## src/rtl/flit_link_sender.sv

```systemverilog
// flit_link_sender: drains the show-ahead flit FIFO onto the inter-router link.
// Requests the output port, streams one packet under credit-based flow control,
// then releases the port.
// Optional feature macro: LINK_STATS_EN builds the flit/packet counters.
module flit_link_sender #(
   parameter int unsigned flit_width   = 64,
   parameter int unsigned credit_depth = 8,
   parameter int unsigned credit_width = 4
) (
   input  logic                    clk,
   input  logic                    rst,
   input  logic [flit_width-1:0]   fifo_out,
   input  logic                    fifo_empty,
   output logic                    fifo_consume,
   output logic                    alloc_req,
   input  logic                    alloc_gnt,
   output logic                    alloc_rel,
   output logic                    link_valid,
   output logic [flit_width-1:0]   link_data,
   input  logic                    credit_in,
   output logic [credit_width-1:0] credit_cnt,
   output logic                    fmt_err,
   output logic                    credit_err,
   output logic [31:0]             flit_count,
   output logic [31:0]             pkt_count
);

   typedef enum logic [1:0] {StIdle, StReq, StXfer} state_e;

   localparam logic [1:0] TyBody   = 2'b00;
   localparam logic [1:0] TyHead   = 2'b01;
   localparam logic [1:0] TyTail   = 2'b10;
   localparam logic [1:0] TySingle = 2'b11;

   localparam logic [credit_width-1:0] CreditMax = credit_width'(credit_depth);

   state_e                  state_q, state_d;
   logic                    first_q, first_d;
   logic                    drop, send;
   logic                    fmt_err_d, credit_err_d;
   logic                    alloc_req_d, alloc_rel_d;
   logic [credit_width-1:0] credit_d;
   logic [1:0]              head_ty;
   logic                    head_is_end;

   assign head_ty     = fifo_out[flit_width-1:flit_width-2];
   assign head_is_end = (head_ty == TyTail) || (head_ty == TySingle);

   assign send         = (state_q == StXfer) && !fifo_empty && (credit_cnt != '0);
   // Gated by reset so nothing is popped while the block is held in reset.
   assign fifo_consume = (send || drop) && rst;

   // Next-state logic, orphan drop, framing checks and port request/release.
   always_comb begin
      state_d     = state_q;
      first_d     = first_q;
      drop        = 1'b0;
      fmt_err_d   = fmt_err;
      alloc_rel_d = 1'b0;
      unique case (state_q)
         StIdle: begin
            if (!fifo_empty) begin
               if ((head_ty == TyHead) || (head_ty == TySingle)) begin
                  state_d = StReq;
               end else begin
                  // Orphan body/tail: discard without sending.
                  drop      = 1'b1;
                  fmt_err_d = 1'b1;
               end
            end
         end
         StReq: begin
            if (alloc_gnt) begin
               state_d = StXfer;
               first_d = 1'b1;
            end
         end
         StXfer: begin
            if (send) begin
               first_d = 1'b0;
               if ((head_ty == TyHead) && !first_q) begin
                  fmt_err_d = 1'b1;
               end
               if (head_is_end) begin
                  state_d     = StIdle;
                  alloc_rel_d = 1'b1;
               end
            end
         end
         default: state_d = StIdle;
      endcase
      alloc_req_d = (state_d == StReq);
   end

   // Credit counter update with overflow detection.
   always_comb begin
      credit_d     = credit_cnt;
      credit_err_d = credit_err;
      if (send && !credit_in) begin
         credit_d = credit_cnt - 1'b1;
      end else if (credit_in && !send) begin
         if (credit_cnt == CreditMax) begin
            credit_err_d = 1'b1;
         end else begin
            credit_d = credit_cnt + 1'b1;
         end
      end
   end

   // State, control outputs, credits and sticky error flags.
   always_ff @(posedge clk or negedge rst) begin
      if (!rst) begin
         state_q    <= StIdle;
         first_q    <= 1'b0;
         alloc_req  <= 1'b0;
         alloc_rel  <= 1'b0;
         credit_cnt <= CreditMax;
         fmt_err    <= 1'b0;
         credit_err <= 1'b0;
      end else begin
         state_q    <= state_d;
         first_q    <= first_d;
         alloc_req  <= alloc_req_d;
         alloc_rel  <= alloc_rel_d;
         credit_cnt <= credit_d;
         fmt_err    <= fmt_err_d;
         credit_err <= credit_err_d;
      end
   end

   // Link output register: one-cycle latency from FIFO head, data holds when idle.
   always_ff @(posedge clk or negedge rst) begin
      if (!rst) begin
         link_valid <= 1'b0;
         link_data  <= '0;
      end else begin
         link_valid <= send;
         if (send) begin
            link_data <= fifo_out;
         end
      end
   end

`ifdef LINK_STATS_EN
   logic [31:0] flit_q, pkt_q;

   // Sent-flit and sent-packet counters, free-running with natural wrap.
   always_ff @(posedge clk or negedge rst) begin
      if (!rst) begin
         flit_q <= '0;
         pkt_q  <= '0;
      end else if (send) begin
         flit_q <= flit_q + 32'd1;
         if (head_is_end) begin
            pkt_q <= pkt_q + 32'd1;
         end
      end
   end

   assign flit_count = flit_q;
   assign pkt_count  = pkt_q;
`else
   assign flit_count = 32'd0;
   assign pkt_count  = 32'd0;
`endif

endmodule

```

## config.mk

```make
export PLATFORM = sky130hd
export DESIGN_NAME = flit_link_sender
export DESIGN_NICKNAME = d
export VERILOG_FILES = /design/src/rtl/flit_link_sender.sv
export SDC_FILE = /design/constraint.sdc
export NUM_CORES = 1
export LEC_CHECK = 0
export ABC_AREA = 1
export CORE_MARGIN = 5
export CORE_UTILIZATION = 25
export CTS_CLUSTER_SIZE = 30
export DETAILED_ROUTE_END_ITERATION = 8
export DONT_BUFFER_PORTS = 1
export PLACE_DENSITY_LB_ADDON = 0.05
export SKIP_CTS_REPAIR_TIMING = 1
export SLEW_MARGIN = 20
export SYNTH_ARGS = -nofsm -noshare
export SYNTH_HDL_FRONTEND = slang
export SYNTH_SLANG_ARGS = --single-unit
```

## constraint.sdc

```tcl
create_clock -name clk -period 4.2 [get_ports clk]
set_input_delay 0.84 -clock clk [delete_from_list [all_inputs] [get_ports clk]]
set_output_delay 0.84 -clock clk [all_outputs]
set_load 0.05 [all_outputs]
```

# --- Word level (Yosys, flattened, before mapping) ---
# Cells that the tools add are included.
# Widths: inputs -> output; s select.
classes:
  addsub: 2
  n_eq_ne: 13
  muxes: 23
  bitwise_logic: 1
  n_reduce_logical: 22
op_table:
  columns: ["op", "n"]
  rows:
  - ["$mux 1", 12]
  - ["$mux 4", 3]
  - ["$mux 2", 5]
  - ["$ne 2x2->1 const B", 5]
  - ["$eq 2x1->1 const B", 3]
  - ["$eq 2x2->1 const B", 3]
  - ["$logic_and 1x1->1", 6]
  - ["$pmux 2 s3", 1]
  - ["$reduce_and 3->1", 2]
  - ["$reduce_bool 2->1", 3]
  - ["$reduce_and 5->1", 1]
  - ["$add 4x1->4 const B", 1]
  - ["$eq 4x4->1 const B", 1]
  - ["$logic_not 1->1", 4]
  - ["$pmux 1 s2", 2]
  - ["$reduce_bool 4->1", 1]
  - ["$sub 4x1->4 const B", 1]
  - ["$logic_or 1x1->1", 3]
  - ["$logic_not 2->1", 1]
  - ["$ne 2x1->1 const B", 1]
  - ["$reduce_and 2->1", 1]
  - ["$not 1->1", 1]
totals:
  regBits: 76
  input_bits: 69
  output_inout_bits: 138
  word_cells: 70

# --- Longest topological paths before layout ---
# Gate-level depths: netlist (run 1).
depth:
  word_depth: 7
  mapped_depth: 16
  depth_no_buf: 15

# --- Least setup slack after synthesis (run 1) ---
# OpenSTA, ideal clock, no wires.
synth_path:
  path_type: "input to output"
  startpoint: "input fifo_empty"
  endpoint: "output fifo_consume"
  arrival_ns: 2.306
  required_ns: 3.360
  path_slack_ns: 1.054
  stages: 4
  path_buffers: 1
  path_cell_list: "nor2_2 -> nand2_4 -> buf_6 -> a21boi_0"
synth_via:
  elab_chain_len: 5
  elab_cells_between_ends: 7
  cone_classes: "mux: 2; reduce/logical: 5"
synth_rtl:
  columns: ["element", "line_no", "rtl"]
  rows:
  - ["from (decl)", "13", "input logic fifo_empty,"]
  - ["$logic_not 1->1", null, null]
  - ["$logic_and 1x1->1 (2 in a row)", "49", "assign send = (state_q == StXfer) && !fifo_empty && (credit_cnt != '0);"]
  - ["$logic_or 1x1->1 *", "51", "assign fifo_consume = (send || drop) && rst;"]
  - ["$logic_and 1x1->1 *", "51", null]
  - ["to (decl)", "14", "output logic fifo_consume,"]
# Every way passes the cells marked *; elsewhere a longest branch is shown, timed or not.

# --- Worst setup path after layout (run 1) ---
layout_path:
  startpoint: "register credit_cnt[2]"
  endpoint: "output fifo_consume"
layout_via:
  elab_chain_len: 4
layout_rtl:
  columns: ["element", "line_no", "rtl"]
  rows:
  - ["from (decl)", "21", "output logic [credit_width-1:0] credit_cnt,"]
  - ["from (signal assigned)", "117", "credit_cnt <= CreditMax;"]
  - ["from (signal assigned)", "125", "credit_cnt <= credit_d;"]
  - ["$reduce_bool 4->1", "49", null]
  - ["$logic_and 1x1->1", "49", null]
  - ["$logic_or 1x1->1", "51", null]
  - ["$logic_and 1x1->1", "51", null]
# No other way between the ends.

==> metrics.md, run 1 <==
| Metric | Value |
|---|---|
| GPL Wtd Cong | `0.732` |
| Worst VDD drop | `0.000362 V` |
| Drt drc | `0` |
| Mapped cell area | `3580 um^2` |
| Clock share of power | `0.187` |
| Initial Utilization | `0.256` |
| Worst-Skew Late Latency | `0.33 ns` |
| Largest family of logic cells by synthesized area | `simple AND/OR/NAND/NOR gates` |
| CP Cell Sequence | `inv_1, nand3_2, nand2_4, a21boi_1, buf_4` |
| Synth Area per Inst | `8.66 um^2` |
| Combinational share of power | `0.191` |
| Vias | `2320` |
| CTS H-tree lvls | `3` |
| Clock sinks | `76` |
| Hpwl dp | `6.28 mm` |
| Global-route wire length before repair | `13.6 mm` |
| Leakage | `2.06 nW` |
| Sequential cell area | `1900 um^2` |
| Antenna Violating Nets Remaining | `0` |
| Reg2reg setup slack | `1.67 ns` |
| Final Hold Viols | `0` |
| Reg-to-reg endpoint | `credit_cnt[2]` |
| Fin worst setup slack | `1.28 ns` |
| Synth Area in Compound Gates | `0.0248` |
| Die Area | `16800 um^2` |
| Setup crit end kind | `primary output` |
| Seq/Total Area, Yosys | `0.531` |
| Slew @ Worst Pin | `0.654 ns` |
| Reg2Reg Depth | `14` |
| Multi-input logic area | `1260 um^2` |
| Total wire length | `9.07 mm` |
| RSZ-0062 raised after global routing | `no` |
| Data arrival, critical path | `2.08 ns` |
| Library cells used by synthesis | `26` |
| IO buf count | `0` |
| CTS tree | `yes` |
| N_diodes | `0` |
| Dpl ws | `1.56 ns` |
| Post-Synth Simple-Gate Area | `0.242` |
| CP required | `3.36 ns` |
| Max-slew violation count | `0` |
| Post-route clock skew | `0.00416 ns` |
| Mux contribution to synthesized area | `0` |
| Root Driver | `clkbuf_16` |
| DIE HEIGHT | `130 um` |
| Commonest non-fill, non-tap cell in the layout | `nand2_1` |
| Gate Count Post-Synth | `414` |
| Initial drt markers | `88` |
| Core area | `14000 um^2` |
| Minimum clock period | `2.92 ns` |
| Area contributors post-synth | `dfrtp_1 52%, nand2_1 22%, buf_4 13%` |
| Crit Path Class | `flip-flop to primary output` |
| Crit path buf inv count | `2` |
| Worst setup SP type | `flip-flop` |
| Synthesis-to-finish area growth | `4.78%` |
| Synth Register Bits | `76` |
| Run status | `complete, no violations` |
| Slew headroom | `0.564` |
| Nets | `487` |
| Layout fillers | `1515` |
| Hold/Removal Path Class | `primary input to async pin` |
| Die Span X | `130 um` |
| Clock buffer depth | `2` |
| Yosys top cell by area | `dfrtp_1` |
| Final global-route overflow total | `0` |
| Slowest cell on the critical path | `dfrtp_1` |
| Clock transition at path regs | `0.06 ns` |
| P per Cell Area | `1030 nW/um^2` |
| Overall Power | `0.00388 W` |
| WL/cell | `15.1 um` |
| Largest net degree at the start of global routing | `78` |
| Max FO, Critical Path | `31` |
| Fin Hold WS | `0.196 ns` |
| Via density per instance | `3.87` |
| Max cap viols | `0` |
| Net switching power | `0.00218 W` |
| IO Count | `207` |
| CTS buffer count | `9` |
| Crit share post-route | `0.695` |
| Most frequent cells in the layout | `206 x nand2_1, 75 x dfrtp_1, 64 x conb_1, 17 x inv_1, 9 x clkbuf_16` |
| Synth warn | `0` |
| Area share of fa/ha/maj cells after synthesis | `0.0140` |
| Tot GR Track Use | `0.107` |
| Final setup viols | `0` |
| Synth top area share | `0.524` |
| DRT Pass-1 Iters | `4` |
| Fmax achieved | `343 MHz` |
| Initial antenna violation count | `0` |
| Share of power burned in registers | `0.622` |
| Setup TNS | `0 ns` |
| Worst R2R Start | `credit_cnt[2]` |
| XOR/XNOR Fraction of Synth Area | `0.00244` |
| Crit path max-delay family | `flip-flops` |
| Std cell rows | `43` |
| CP peak stage delay | `0.68 ns` |
| Internal power | `0.00170 W` |
| Share of layout cells above drive strength 1 | `0.0597` |
| Vias in the first global route | `2358` |
| Sw Share | `0.562` |
| Worst path depth | `5` |
[metal layers]
layer | part of all wire | vias to the layer above | global-route usage
li1 | - | 1126 | -
met1 | 0.38 | 1044 | 0.124
met2 | 0.46 | 140 | 0.163
met3 | 0.15 | 10 | 0.0544
met4 | 0.017 | 0 | 0.0513
met5 | 0 | - | 0
[per-stage QoR]
step           cells  cell area (um^2)   util
3_3_place_gp     583              3480  0.249
4_1_cts          599              3760  0.269
3_5_place_dp     583              3480  0.249
6_report         599              3760  0.269
2_1_floorplan    477              3820      -
5_1_grt          599              3760  0.269
[flip-flops by register name, indices dropped and copies added, names as in the netlist]
name        flops
credit_cnt      4
fmt_err         1
first_q         1
alloc_rel       1
link_data      64
state_q         2
link_valid      1
alloc_req       1
credit_err      1
[synth_stat cells]
cell type and instances:
a31o_2 2, a21boi_0 1, nor2_4 1, o21bai_1 1
nand2_4 1, nand3_1 4, a31oi_1 1, nand3_2 1
dfstp_2 1, a21oi_1 1, dfrtp_1 75, inv_1 17
nor2_2 1, buf_2 7, inv_2 1, nand2_1 206
nor3_1 1, xor2_1 1, nand4_1 2, buf_6 7
a41o_1 1, ha_1 4, conb_1 1, o21ai_0 7
buf_4 64, nor2_1 5
[layout make-up]
type / count / share of cell area
Timing Repair Buffer: 4 / 0.00799
Sequential cell: 76 / 0.507
Multi-Input combinational cell: 305 / 0.334
Tap cell: 180 / 0.0600
Inverter: 18 / 0.0180
Clock buffer: 14 / 0.0703
Clock inverter: 2 / 0.00266
[cell families after synthesis]
| family | Yosys count |
|---|---|
| XOR/XNOR | 1 |
| other | 1 |
| adder cells (fa/ha/maj) | 4 |
| AO/OA/AOI/OAI | 14 |
| buffers and inverters | 96 |
| flip-flops | 76 |
| AND/OR/NAND/NOR | 222 |
[worst max path at each step]
stage / start / end
3_5_place_dp: credit_cnt[2] / fifo_consume
5_1_grt: credit_cnt[2] / fifo_consume
2_1_floorplan: fifo_empty / fifo_consume
4_1_cts: credit_cnt[2] / fifo_consume
3_3_place_gp: credit_cnt[2] / fifo_consume
6_report: credit_cnt[2] / fifo_consume
[power by group through the flow]
stage	Clock [W]	Sequential (W)	Combinational (W)
finish	0.000724	0.00241	0.000742
global route	0.000795	0.00247	0.000866
CTS	0.000765	0.00243	0.000759
detailed placement	0	0.00244	0.000761
global placement	0	0.00245	0.000747
floorplan	0	0.00233	0.000713
(Power assumes the default switching activity.)
==> run 2: changes to the inputs <==
==> constraint.sdc (replaced) <==
create_clock -name clk -period 2.41 [get_ports clk]
set_input_delay 0.482 -clock clk [delete_from_list [all_inputs] [get_ports clk]]
set_output_delay 0.482 -clock clk [all_outputs]
set_load 0.05 [all_outputs]
==> run 2 against run 1 <==
Cell area is 2.5% higher; global-route usage about the same; clock power grew 92%.
==> metrics.md, run 2 (synthesis gave the netlist of run 1 again) <==
| Metric | Value |
|---|---|
| Total wire length | `9.23 mm (+1.7%)` |
| Hold/Removal Path Class | `primary input to async pin` |
| Commonest non-fill, non-tap cell in the layout | `nand2_1` |
| Minimum clock period | `2.14 ns` |
| Sw Share | `0.553 (-0.00883)` |
| Layout fillers | `1516 (+0.066%)` |
| WL/cell | `15.2 um (+0.71%)` |
| CP required | `1.93 ns (-1.43 ns)` |
| Worst-Skew Late Latency | `0.34 ns (about the same)` |
| GPL Wtd Cong | `0.718 (-1.9%)` |
| IO buf count | `0 (unchanged)` |
| Synthesis-to-finish area growth | `7.43%` |
| Crit share post-route | `0.888` |
| Initial drt markers | `91 (+3.4%)` |
| Drt drc | `0 (unchanged)` |
| Combinational share of power | `0.220 (+0.029)` |
| Share of power burned in registers | `0.581 (-0.041)` |
| Run status | `complete, no violations` |
| Worst VDD drop | `0.000641 V (+77%)` |
| Global-route wire length before repair | `13.5 mm (-0.76%)` |
| Leakage | `2.11 nW (+2.4%)` |
| Max cap viols | `0 (unchanged)` |
| Fmax achieved | `467 MHz` |
| Fin worst setup slack | `0.271 ns (-1.01 ns)` |
| Setup TNS | `0 ns (unchanged)` |
| Final global-route overflow total | `0 (unchanged)` |
| Antenna Violating Nets Remaining | `0 (unchanged)` |
| Placed insts | `588 (+0.86%)` |
| Slew headroom | `0.613 (+0.0491)` |
| IO Count | `207 (unchanged)` |
| RSZ-0062 raised after global routing | `no` |
| Std cell rows | `43 (unchanged)` |
| Data arrival, critical path | `1.66 ns (-0.42 ns)` |
| Largest registers | `link_data: 64 flops, credit_cnt: 4 flops, state_q: 2 flops` |
| Share of layout cells above drive strength 1 | `0.0776 (+0.0180)` |
| Post-route clock skew | `0.00422 ns (+0.0000676 ns)` |
| Most frequent cells in the layout | `206 x nand2_1, 75 x dfrtp_1, 64 x conb_1, 17 x inv_1` |
| Clock buffer depth | `2 (unchanged)` |
| Worst setup SP type | `flip-flop` |
| Tot GR Track Use | `0.107 (about the same)` |
| Hpwl dp | `6.39 mm (+1.7%)` |
| Initial Utilization | `0.256 (unchanged)` |
| Die Span X | `130 um (unchanged)` |
| Vias in the first global route | `2300 (-2.5%)` |
| CTS tree | `yes` |
| Biggest register | `link_data` |
| DIE HEIGHT | `130 um (unchanged)` |
| Initial antenna violation count | `0 (unchanged)` |
| Vias | `2367 (+2.0%)` |
| Max FFs per register | `64 (unchanged)` |
| CTS buffer count | `9 (unchanged)` |
| Final Hold Viols | `0 (unchanged)` |
| Overall Power | `0.00698 W (+80%)` |
| Slew @ Worst Pin | `0.580 ns (-0.0736 ns)` |
| DRT Pass-1 Iters | `4 (unchanged)` |
| Max-slew violation count | `0 (unchanged)` |
| Net switching power | `0.00386 W (+77%)` |
| N_diodes | `0 (unchanged)` |
| Final setup viols | `0 (unchanged)` |
| Clock share of power | `0.199 (+0.012)` |
| Crit Path Class | `flip-flop to primary output` |
| Largest net degree at the start of global routing | `78 (unchanged)` |
| Core area | `14000 um^2 (unchanged)` |
| Setup crit end kind | `primary output` |
| Dpl ws | `0.457 ns (-1.10 ns)` |
| Via density per instance | `3.91 (+1.0%)` |
| P per Cell Area | `1810 nW/um^2 (+75%)` |
| Root Driver | `clkbuf_16` |
| Clock sinks | `76 (unchanged)` |
| Nets | `493 (+1.2%)` |
| Internal power | `0.00312 W (+84%)` |
| CTS H-tree lvls | `3 (unchanged)` |
| Cell Count, Final, Fillers Out | `605 (+1.0%)` |
| Clock transition at path regs | `0.06 ns (about the same)` |
| Max FO, Critical Path | `16 (-48%)` |
| Die Area | `16800 um^2 (unchanged)` |
[run 2: cell type report]
class,count,area [um^2],share of cell area
Inverter,18,67.6,0.0175
Tap cell,180,225,0.0585
Clock inverter,4,47.5,0.0123
Clock buffer,12,256,0.0666
Timing Repair Buffer,10,95.1,0.0247
Multi-Input combinational cell,305,1260,0.326
Sequential cell,76,1900,0.494
[run 2: path summary, 6_finish.rpt]
| path | start | to | slack (ns) | cells past startpoint |
|---|---|---|---|---|
| worst max-delay path | state_q[0] | fifo_consume | 0.27 | 7 |
| worst min register to register | first_q | fmt_err | 0.54 | 3 |
| min in group clk | fifo_out[36] | link_data[36] | 0.25 | 2 |
| worst max register to register | state_q[0] | credit_cnt[2] | 0.46 | 15 |
| max in group asynchronous | rst | credit_cnt[3] | 2.03 | 1 |
| worst min-delay path | rst | link_data[52] | 0.04 | 1 |
[run 2: power by group through the flow]
stage | Combinational (W) | Clock [W] | Sequential [W]
2_1_floorplan | 0.00124 | 0 | 0.00406
3_3_place_gp | 0.00153 | 0 | 0.00413
3_5_place_dp | 0.00154 | 0 | 0.00410
4_1_cts | 0.00154 | 0.00146 | 0.00409
5_1_grt | 0.00178 | 0.00150 | 0.00414
6_report | 0.00153 | 0.00139 | 0.00405
[run 2: routing by layer]
layer	GRT usage	vias up	wire [um]
met3	0.0532	11	1250
li1	-	1148	-
met2	0.148	139	4060
met1	0.136	1069	3720
met5	0	-	0
met4	0.0550	0	197
[run 2: through the flow]
stage	hold slack (ns)	util	cell area, um^2
6_report	0.0421	0.275	3850
4_1_cts	-0.183	0.273	3820
5_1_grt	0.0712	0.275	3850
2_1_floorplan	0.186	-	3820
3_3_place_gp	0.189	0.252	3520
3_5_place_dp	0.189	0.252	3520
[run 2: worst max-delay path, stage by stage (launching register included)]
cell and delay [ns]:
dfrtp_1 0.39, inv_1 0.08, nand2_1 0.08, nor2_2 0.14, nand2_4 0.06, buf_4 0.20
a21boi_1 0.15, buf_4 0.23
